`src/rtl/idm_arb_pkg.sv`:
```
// Shared types for the instruction/data memory arbiter: FSM states and requester ids.
package idm_arb_pkg;

  typedef enum logic [1:0] {
    IDLE   = 2'd0,
    ACCESS = 2'd1,
    DONE   = 2'd2
  } state_t;

  localparam logic ID_CPU = 1'b0;
  localparam logic ID_DMA = 1'b1;

  localparam int CNT_W = 4;

endpackage

```
`src/rtl/idm_arbiter_if.sv`:
```
// Requester and memory bus of the idm_arbiter; the arbiter attaches through the slave modport.
interface idm_arbiter_if
  import idm_arb_pkg::*;
#(
  parameter int ADDR_W = 8,
  parameter int DATA_W = 8
);
  // Handshake: a requester raises req with addr/we/wdata and holds them stable until
  // its done pulses for one cycle; there is no separate ready, the arbiter latches the
  // winner's fields on the grant edge and ignores requester inputs until DONE.
  logic              cpu_req;
  logic [ADDR_W-1:0] cpu_addr;
  logic              cpu_we;
  logic [DATA_W-1:0] cpu_wdata;
  logic              cpu_done;

  logic              dma_req;
  logic [ADDR_W-1:0] dma_addr;
  logic              dma_we;
  logic [DATA_W-1:0] dma_wdata;
  logic              dma_done;

  logic [DATA_W-1:0] rdata;
  logic              busy;
  state_t            state;

  logic [ADDR_W-1:0] mem_addr;
  logic              mem_we;
  logic [DATA_W-1:0] mem_wdata;
  logic [DATA_W-1:0] mem_rdata;

  modport master (
    output cpu_req, cpu_addr, cpu_we, cpu_wdata,
    output dma_req, dma_addr, dma_we, dma_wdata,
    output mem_rdata,
    input  cpu_done, dma_done, rdata, busy, state,
    input  mem_addr, mem_we, mem_wdata
  );

  modport slave (
    input  cpu_req, cpu_addr, cpu_we, cpu_wdata,
    input  dma_req, dma_addr, dma_we, dma_wdata,
    input  mem_rdata,
    output cpu_done, dma_done, rdata, busy, state,
    output mem_addr, mem_we, mem_wdata
  );

endinterface

```
`src/rtl/idm_arb_pick.sv`:
```
// Combinational winner selection. IDM_ARB_RR_EN: round-robin on a tie; otherwise CPU has fixed priority.
module idm_arb_pick
  import idm_arb_pkg::*;
(
  input  logic cpu_req,
  input  logic dma_req,
`ifdef IDM_ARB_RR_EN
  input  logic last,
`endif
  output logic winner
);

  always_comb begin
    winner = ID_CPU;
`ifdef IDM_ARB_RR_EN
    // On a tie the requester that did not win last time gets the slot.
    if (cpu_req && dma_req) begin
      winner = (last == ID_CPU) ? ID_DMA : ID_CPU;
    end else if (dma_req) begin
      winner = ID_DMA;
    end
`else
    if (dma_req && !cpu_req) begin
      winner = ID_DMA;
    end
`endif
  end

endmodule

```
`src/rtl/idm_arbiter.sv`:
```
// Two-requester (CPU/DMA) arbiter for a shared instruction/data memory with fixed access latency.
// Build macro IDM_ARB_RR_EN switches the tie policy from CPU-priority to round-robin.
module idm_arbiter
  import idm_arb_pkg::*;
#(
  parameter int ADDR_W = 8,
  parameter int DATA_W = 8,
  parameter int LAT    = 1
) (
  input logic         clk,
  input logic         rst,
  idm_arbiter_if.slave bus
);

  localparam logic [CNT_W-1:0] CNT_LOAD = CNT_W'(LAT - 1);

  state_t            state;
  logic [CNT_W-1:0]  cnt;
  logic              id_l;
  logic              we_l;
  logic [ADDR_W-1:0] addr_l;
  logic [DATA_W-1:0] wdata_l;
  logic [DATA_W-1:0] rdata_l;
  logic              mem_we_l;
  logic              cpu_done_l;
  logic              dma_done_l;
  logic              winner;

  logic              sel_we;
  logic [ADDR_W-1:0] sel_addr;
  logic [DATA_W-1:0] sel_wdata;

`ifdef IDM_ARB_RR_EN
  logic last_grant;

  idm_arb_pick u_pick (
    .cpu_req (bus.cpu_req),
    .dma_req (bus.dma_req),
    .last    (last_grant),
    .winner  (winner)
  );
`else
  idm_arb_pick u_pick (
    .cpu_req (bus.cpu_req),
    .dma_req (bus.dma_req),
    .winner  (winner)
  );
`endif

  assign sel_we    = (winner == ID_DMA) ? bus.dma_we    : bus.cpu_we;
  assign sel_addr  = (winner == ID_DMA) ? bus.dma_addr  : bus.cpu_addr;
  assign sel_wdata = (winner == ID_DMA) ? bus.dma_wdata : bus.cpu_wdata;

  always_ff @(posedge clk) begin
    if (rst) begin
      state      <= IDLE;
      cnt        <= '0;
      id_l       <= ID_CPU;
      we_l       <= 1'b0;
      addr_l     <= '0;
      wdata_l    <= '0;
      rdata_l    <= '0;
      mem_we_l   <= 1'b0;
      cpu_done_l <= 1'b0;
      dma_done_l <= 1'b0;
`ifdef IDM_ARB_RR_EN
      last_grant <= ID_DMA;
`endif
    end else begin
      mem_we_l   <= 1'b0;
      cpu_done_l <= 1'b0;
      dma_done_l <= 1'b0;
      case (state)
        IDLE: begin
          if (bus.cpu_req || bus.dma_req) begin
            state    <= ACCESS;
            cnt      <= CNT_LOAD;
            id_l     <= winner;
            we_l     <= sel_we;
            addr_l   <= sel_addr;
            wdata_l  <= sel_wdata;
            // Write strobe covers only the first access cycle.
            mem_we_l <= sel_we;
`ifdef IDM_ARB_RR_EN
            last_grant <= winner;
`endif
          end
        end
        ACCESS: begin
          if (cnt == '0) begin
            state      <= DONE;
            cpu_done_l <= (id_l == ID_CPU);
            dma_done_l <= (id_l == ID_DMA);
            if (!we_l) begin
              rdata_l <= bus.mem_rdata;
            end
          end else begin
            cnt <= cnt - 1'b1;
          end
        end
        DONE: begin
          state <= IDLE;
        end
        default: begin
          state <= IDLE;
        end
      endcase
    end
  end

  assign bus.state     = state;
  assign bus.busy      = (state != IDLE);
  assign bus.mem_addr  = addr_l;
  assign bus.mem_wdata = wdata_l;
  assign bus.mem_we    = mem_we_l;
  assign bus.rdata     = rdata_l;
  assign bus.cpu_done  = cpu_done_l;
  assign bus.dma_done  = dma_done_l;

endmodule

```
`src/flat_wrapper.sv`:
```
// flat-port wrapper written by rule: the top's interface ports become plain ports
module idm_arbiter_flat import idm_arb_pkg::*;
#(
  parameter int ADDR_W = 8,
  parameter int DATA_W = 8,
  parameter int LAT    = 1
)
  (clk, rst, bus_cpu_req, bus_cpu_addr, bus_cpu_we, bus_cpu_wdata, bus_dma_req, bus_dma_addr, bus_dma_we, bus_dma_wdata, bus_mem_rdata, bus_cpu_done, bus_dma_done, bus_rdata, bus_busy, bus_state, bus_mem_addr, bus_mem_we, bus_mem_wdata);
  idm_arbiter_if #(.ADDR_W(ADDR_W), .DATA_W(DATA_W)) bus_i ();
  input logic clk;
  input logic rst;
  input wire logic [$bits(bus_i.cpu_req)-1:0] bus_cpu_req;
  input wire logic [$bits(bus_i.cpu_addr)-1:0] bus_cpu_addr;
  input wire logic [$bits(bus_i.cpu_we)-1:0] bus_cpu_we;
  input wire logic [$bits(bus_i.cpu_wdata)-1:0] bus_cpu_wdata;
  input wire logic [$bits(bus_i.dma_req)-1:0] bus_dma_req;
  input wire logic [$bits(bus_i.dma_addr)-1:0] bus_dma_addr;
  input wire logic [$bits(bus_i.dma_we)-1:0] bus_dma_we;
  input wire logic [$bits(bus_i.dma_wdata)-1:0] bus_dma_wdata;
  input wire logic [$bits(bus_i.mem_rdata)-1:0] bus_mem_rdata;
  output wire logic [$bits(bus_i.cpu_done)-1:0] bus_cpu_done;
  output wire logic [$bits(bus_i.dma_done)-1:0] bus_dma_done;
  output wire logic [$bits(bus_i.rdata)-1:0] bus_rdata;
  output wire logic [$bits(bus_i.busy)-1:0] bus_busy;
  output wire logic [$bits(bus_i.state)-1:0] bus_state;
  output wire logic [$bits(bus_i.mem_addr)-1:0] bus_mem_addr;
  output wire logic [$bits(bus_i.mem_we)-1:0] bus_mem_we;
  output wire logic [$bits(bus_i.mem_wdata)-1:0] bus_mem_wdata;
  assign bus_i.cpu_req = bus_cpu_req;
  assign bus_i.cpu_addr = bus_cpu_addr;
  assign bus_i.cpu_we = bus_cpu_we;
  assign bus_i.cpu_wdata = bus_cpu_wdata;
  assign bus_i.dma_req = bus_dma_req;
  assign bus_i.dma_addr = bus_dma_addr;
  assign bus_i.dma_we = bus_dma_we;
  assign bus_i.dma_wdata = bus_dma_wdata;
  assign bus_i.mem_rdata = bus_mem_rdata;
  assign bus_cpu_done = bus_i.cpu_done;
  assign bus_dma_done = bus_i.dma_done;
  assign bus_rdata = bus_i.rdata;
  assign bus_busy = bus_i.busy;
  assign bus_state = bus_i.state;
  assign bus_mem_addr = bus_i.mem_addr;
  assign bus_mem_we = bus_i.mem_we;
  assign bus_mem_wdata = bus_i.mem_wdata;
  idm_arbiter #(.ADDR_W(ADDR_W), .DATA_W(DATA_W), .LAT(LAT)) u_core (.clk(clk), .rst(rst), .bus(bus_i));
endmodule
```
`config.mk`:
```
export PLATFORM = sky130hd
export DESIGN_NAME = idm_arbiter_flat
export DESIGN_NICKNAME = d
export VERILOG_FILES = /design/src/rtl/idm_arb_pkg.sv /design/src/rtl/idm_arbiter_if.sv /design/src/rtl/idm_arb_pick.sv /design/src/rtl/idm_arbiter.sv /design/src/flat_wrapper.sv
export SDC_FILE = /design/constraint.sdc
export NUM_CORES = 1
export LEC_CHECK = 0
export ABC_CLOCK_PERIOD_IN_PS = 1900
export CORE_ASPECT_RATIO = 1.2
export CORE_MARGIN = 5
export CORE_UTILIZATION = 42
export CTS_BUF_LIST = sky130_fd_sc_hd__clkbuf_2
export DETAILED_ROUTE_END_ITERATION = 12
export PLACE_DENSITY = 0.82
export SYNTH_ARGS = -nofsm -noshare
export SYNTH_HDL_FRONTEND = slang
export SYNTH_HIERARCHICAL = 1
export SYNTH_SLANG_ARGS = --single-unit
```
`constraint.sdc`:
```
create_clock -name clk -period 1.9 [get_ports clk]
set_input_delay 0.475 -clock clk [delete_from_list [all_inputs] [get_ports clk]]
set_output_delay 0.475 -clock clk [all_outputs]
set_load 0.02 [all_outputs]
```
**Yosys cells after proc, flatten, opt, wreduce, memory -nomap -nowiden**

Cells that the tools add are included.

- Add/sub/neg operators: 1
- Equal/unequal tests: 4
- Mux-type cells: 10
- Bitwise operators: 6
- Reductions and logical operators: 13

Operators by type and width:

| cell | count |
|---|---|
| two-way mux 8 bit | 2 |
| two-way mux 4 bit | 2 |
| case mux 4 bit (2 select lines) | 1 |
| NOT 1 bit | 6 |
| AND reduction 3 bit | 2 |
| OR reduction 3 bit | 2 |
| logical NOT 4 bit | 1 |
| two-way mux 2 bit | 2 |
| inequality test 2 x 1 -> 1 bit (second input constant) | 2 |
| case mux 2 bit (2 select lines) | 1 |
| AND reduction 2 bit | 2 |
| nonzero test 2 bit | 2 |
| subtractor 4 x 1 -> 4 bit (second input constant) | 1 |
| == test 2 x 1 -> 1 bit (second input constant) | 1 |
| logical NOT 2 bit | 1 |
| two-way mux 1 bit | 2 |
| inequality test 2 bit (second input constant) | 1 |
| logical AND 1 bit | 1 |
| logical NOT 1 bit | 1 |
| logical OR 1 bit | 1 |

- Register bits after elaboration: 35
- Input port bits: 46
- Output and inout bits: 30
- Word-level logic and storage cells: 44

**Longest topological paths before layout**

- Depth in word-level cells: 4
- Gate-level depth with buffers: 6
- Mapped depth without buffers: 5

**Modules after synthesis**

Netlist, hierarchy kept.

By module, submodules not included:

| module | instances | cells an instance | area each (µm²) | seq. area each (µm²) |
|---|---|---|---|---|
| idm_arbiter | 1 | 166 | 1,610.3 | 700.7 |
| idm_arb_pick | 1 | 1 | 13.8 | 0.0 |

**Least setup slack after synthesis**

No wires, ideal clock.

- Path kind: reg-to-reg
- Start: register u_core.cnt[0]
- End: register u_core.rdata_l[1], in the netlist u_core/bus.rdata[1]
- Library setup time: 0.132 ns
- Arrival: 1.359 ns
- Required time: 1.768 ns
- Setup slack: 0.409 ns
- Cell stages (with the launch flop): 7
- Buffers on the path: 1
- Period minus slack after synthesis: 1.491 ns
- Cells stage by stage: dfxtp_1 -> inv_1 -> ha_1 -> or3b_1 -> buf_2 -> o31ai_1 -> a21oi_1

- Longest elaborated chain between the ends: 2

RTL lines:

| element | line | source |
|---|---|---|
| from (decl) | idm_arbiter.sv:18 | `logic [CNT_W-1:0] cnt;` |
| from (signal assigned) | idm_arbiter.sv:98 | `cnt <= cnt - 1'b1;` |
| logical NOT 4 bit | idm_arbiter.sv:90 | `if (cnt == '0) begin` |
| AND reduction 3 bit (no line) | n/a |  |
| to (signal assigned) | idm_arbiter.sv:95 | `rdata_l <= bus.mem_rdata;` |
| to (decl) | idm_arbiter.sv:23 | `logic [DATA_W-1:0] rdata_l;` |

Every way passes these cells.
A chain may end at the register's enable or synchronous reset.

**Worst setup path after layout**

- Start: register u_core.wdata_l[2], in the netlist u_core/bus.mem_wdata[2]
- End: output port bus_mem_wdata[2]

RTL lines:

| element | line | source |
|---|---|---|
| from (decl) | idm_arbiter.sv:22 | `logic [DATA_W-1:0] wdata_l;` |
| from (signal assigned) | idm_arbiter.sv:81 | `wdata_l <= sel_wdata;` |
| to (decl) | flat_wrapper.sv:28 | `output wire logic [$bits(bus_i.mem_wdata)-1:0] bus_mem_wdata;` |

No word-level cell between the ends.

==> results.rst <==
.. list-table::
   :header-rows: 1

   * - Metric
     - Value
   * - Final cell count without fillers
     - just under 300
   * - Max_slew headroom
     - 0.547
   * - Number of global-route vias before repair
     - between 1k and 1.5k
   * - Largest delay share family, worst path
     - buffers and inverters
   * - Largest driver fanout on the critical path
     - 2
   * - First-pass iteration count of the detailed router
     - 4
   * - Number of buffers added for setup after CTS
     - 0
   * - Number of antenna violations at the first check in global routing
     - 0
   * - Max-cap viol count
     - 0
   * - Vert. Die Dim
     - 78.1 um
   * - Setup skew after layout
     - 0.0146 ns
   * - Effective utilization at floorplan
     - 0.440
   * - Clock Power Share
     - 0.189
   * - Core Box Area
     - approximately 0.0037 mm^2
   * - Hold/Removal Path Class
     - register to register
   * - Final clock period utilization by the worst path
     - 0.963
   * - Root Driver
     - sky130_fd_sc_hd__clkbuf_2
   * - Area of the die
     - approximately 0.0052 mm^2
   * - Max-slew violations
     - 0
   * - #FFs+latches synth
     - 35
   * - Inserted Diodes
     - 0
   * - Finished Core Util
     - 0.666
   * - Yosys synthesis warning count
     - 6
   * - Gate power share
     - 0.304
   * - Fraction of synthesis flops using an asynchronous set or reset pin
     - 0
   * - Detailed router's first-iteration violation count
     - 88
   * - Number of standard cells after synthesis
     - between 150 and 200
   * - Highest-count cells in the layout ignoring fill and taps
     - 61 x sky130_fd_sc_hd__clkdlybuf4s50_1, 35 x sky130_fd_sc_hd__dfxtp_1, 31 x sky130_fd_sc_hd__a21oi_1
   * - Vias post-DR
     - between 1.5k and 2k
   * - Inserted Clock Buffers
     - 5
   * - CTS tree
     - built
   * - Leading cell type in the layout, fill and taps excluded
     - sky130_fd_sc_hd__clkdlybuf4s50_1
   * - Worst-path cell chain
     - clkdlybuf4s50_1
   * - Synthesis-to-finish area growth
     - 51.5%
   * - Mean area per synthesized cell
     - about 9.7 um^2
   * - Longest individual stage delay on the worst path
     - 0.61 ns
   * - Sequential element share of the synthesized area
     - 0.431
   * - Achievable frequency
     - between 500 and 600 MHz
   * - Worst setup startpoint
     - u_core/bus.mem_wdata[2]
   * - Average wire length per cell after detail routing
     - around 14 um
   * - RSZ-0062 raised after global routing
     - false
   * - I/O pin total
     - 76
   * - Count of buffering cells on the critical path with inverters included
     - 1
   * - Type of element launching the critical path
     - register
   * - Shortest period the worst path allows
     - around 1.8 ns
   * - IO Port Bufs
     - between 70 and 80
   * - Path type of the worst setup path
     - register to primary output
   * - Power Internal
     - about 1.1 mW
   * - R2r startpoint
     - u_core/cnt[0]
   * - Worst-path clk slew
     - roughly 0.17 ns
   * - Syn Nets
     - between 200 and 250
   * - Setup slack at placement
     - -0.0408 ns
   * - H-tree level count
     - 2
   * - Total power of the final layout
     - around 1.6 mW
   * - Total Routed Length
     - between 4000 and 5000 um
   * - Crit path max-delay cell type
     - sky130_fd_sc_hd__clkdlybuf4s50_1
   * - Post-synth top area cell
     - sky130_fd_sc_hd__dfxtp_1
   * - Total standard cell area after synthesis
     - around 0.0016 mm^2
   * - X dimension of the die
     - roughly 67 um
   * - Net Switching
     - between 500 and 600 uW
   * - Half-perimeter wire length of the detailed placement result
     - 3220 um
   * - Final ANT Viol Nets
     - 0
   * - Area share of the largest cell type after synthesis
     - 0.431
   * - Maximum ir drop on the vdd rail
     - 0.000509 V
   * - Power share of the sequential group
     - 0.507
   * - Proportion of layout cells with a drive suffix above 1
     - 0.0947
   * - Total number of placement rows
     - 24
   * - Critical Path AT
     - about 1.4 ns
   * - Final routed DRC violation total
     - 0
   * - Outcome
     - complete, no violations
   * - Number of hold-slack violations in the final timing report
     - 0
   * - Pwr/cell area
     - 670 mW/mm^2
   * - Clk buf depth
     - 2
   * - Post-detailed-route via-to-cell ratio
     - about 5.2
   * - CP Capture Type
     - primary output
   * - Placer Congestion
     - slightly below 0.8
   * - Global-route wire length before repair
     - about 6700 um
   * - Yosys cell types
     - 33
   * - Count of nets after finishing
     - 291
   * - Number of flops mapped to enable cells by yosys
     - 0
   * - Leakage power total
     - 1.06 nW
   * - Fin worst setup slack
     - 0.0711 ns
   * - Number of setup violations in the final report
     - 0
   * - Most used flip-flop cell after synthesis
     - sky130_fd_sc_hd__dfxtp_1
   * - Total congestion overflow after global routing
     - 0
   * - Largest net degree at the start of global routing
     - 21
   * - Setup TNS
     - 0 ns
   * - Overall Global Routing Usage
     - 0.166
   * - Slew at the pin closest to its max-slew limit
     - 0.677 ns
   * - Required time reported for the critical path endpoint
     - roughly 1.4 ns
   * - Worst min-delay path startpoint
     - u_core/id_l
   * - Number of clock sinks seen by CTS
     - 35
   * - Fraction of power spent switching nets
     - 0.310
   * - Post-placement cell count
     - approximately 290
   * - Largest cells by area after synthesis
     - sky130_fd_sc_hd__dfxtp_1 43%, sky130_fd_sc_hd__mux2i_1 10%, sky130_fd_sc_hd__a21oi_1 9.6%, sky130_fd_sc_hd__a211oi_1 7.9%, sky130_fd_sc_hd__nand4b_1 4.3%
   * - Clock latency on the worst-skew pair
     - ~0.38 ns
-- registers in the layout, indices dropped and copies added, names as in the netlist --
name                  flops
u_core/bus.cpu_done       1
u_core/bus.dma_done       1
u_core/bus.mem_addr       8
u_core/bus.mem_wdata      8
u_core/bus.mem_we         1
u_core/bus.rdata          8
u_core/bus.state          2
u_core/cnt                4
u_core/id_l               1
u_core/we_l               1
-- cells by family (layout without fill, tap and decap cells) --
group / count (synthesis) / count (layout) / share of synthesized area
flip-flops: 35 / 35 / 0.431
buffers and inverters: 22 / 98 / 0.0886
adder cells (fa/ha/maj): 2 / 2 / 0.0154
AND/OR/NAND/NOR: 29 / 29 / 0.123
multiplexers: 17 / 17 / 0.105
AO/OA/AOI/OAI: 62 / 62 / 0.237
-- synth_stat cells, types with 2 or more instances --
| cell | n |
|---|---|
| sky130_fd_sc_hd__a211oi_1 | 17 |
| sky130_fd_sc_hd__a21oi_1 | 31 |
| sky130_fd_sc_hd__buf_2 | 5 |
| sky130_fd_sc_hd__buf_6 | 2 |
| sky130_fd_sc_hd__clkbuf_1 | 7 |
| sky130_fd_sc_hd__clkbuf_8 | 2 |
| sky130_fd_sc_hd__dfxtp_1 | 35 |
| sky130_fd_sc_hd__ha_1 | 2 |
| sky130_fd_sc_hd__inv_1 | 3 |
| sky130_fd_sc_hd__mux2i_1 | 17 |
| sky130_fd_sc_hd__nand2_1 | 2 |
| sky130_fd_sc_hd__nand3_1 | 2 |
| sky130_fd_sc_hd__nand4b_1 | 8 |
| sky130_fd_sc_hd__nor2_1 | 2 |
| sky130_fd_sc_hd__nor3_1 | 2 |
| sky130_fd_sc_hd__o21ai_0 | 3 |
| sky130_fd_sc_hd__o221ai_1 | 2 |
| sky130_fd_sc_hd__o31ai_1 | 8 |
| sky130_fd_sc_hd__or3_1 | 2 |
| sky130_fd_sc_hd__or4_1 | 2 |
-- routing by layer --
layer | vias to the layer above | global-route usage | part of all wire
met5 | - | 0 | 0
met4 | 0 | 0.0691 | 0.015
li1 | 776 | - | -
met1 | 701 | 0.195 | 0.41
met2 | 52 | 0.262 | 0.49
met3 | 6 | 0.0714 | 0.092
-- power by group through the flow --
stage	clock, mW	combinational, mW	sequential (mW)
2_1_floorplan	0	0.206	0.914
3_3_place_gp	0	0.510	0.851
3_5_place_dp	0	0.513	0.854
4_1_cts	0.324	0.511	0.838
5_1_grt	0.358	0.541	0.848
6_report	0.311	0.501	0.837
-- path summary, 6_finish.rpt --
kind	cells past startpoint	slack [ns]	endpoint
max	1	0.07	bus_mem_wdata[2]
min	1	0.46	u_core/bus.cpu_done
max reg2reg	6	0.19	u_core/bus.rdata[7]
min reg2reg	1	0.46	u_core/bus.cpu_done
-- stage by stage --
stage / hold WS (ns) / cell area [um^2]
2_1_floorplan: 0.405 / 1620
3_3_place_gp: 0.436 / 2400
3_5_place_dp: 0.439 / 2400
4_1_cts: 0.465 / 2430
5_1_grt: 0.498 / 2460
6_report: 0.462 / 2460
-- what timing repair did --
action	CTS	global route
gates resized for setup	3	12
setup endpoints to repair	3	12
hold buffers	0	0
-- layout make-up --
| type | count | area [um^2] |
|---|---|---|
| repair buffers | 87 | 865 |
| multi-input cells | 110 | 782 |
| clock inverters | 2 | 8.76 |
| flip-flops and latches | 35 | 701 |
| inverters | 4 | 15.0 |
| fillers | 318 | 1230 |
| clock buffers | 5 | 25.0 |
| well taps | 52 | 65.1 |
(Power assumes the default switching activity.)
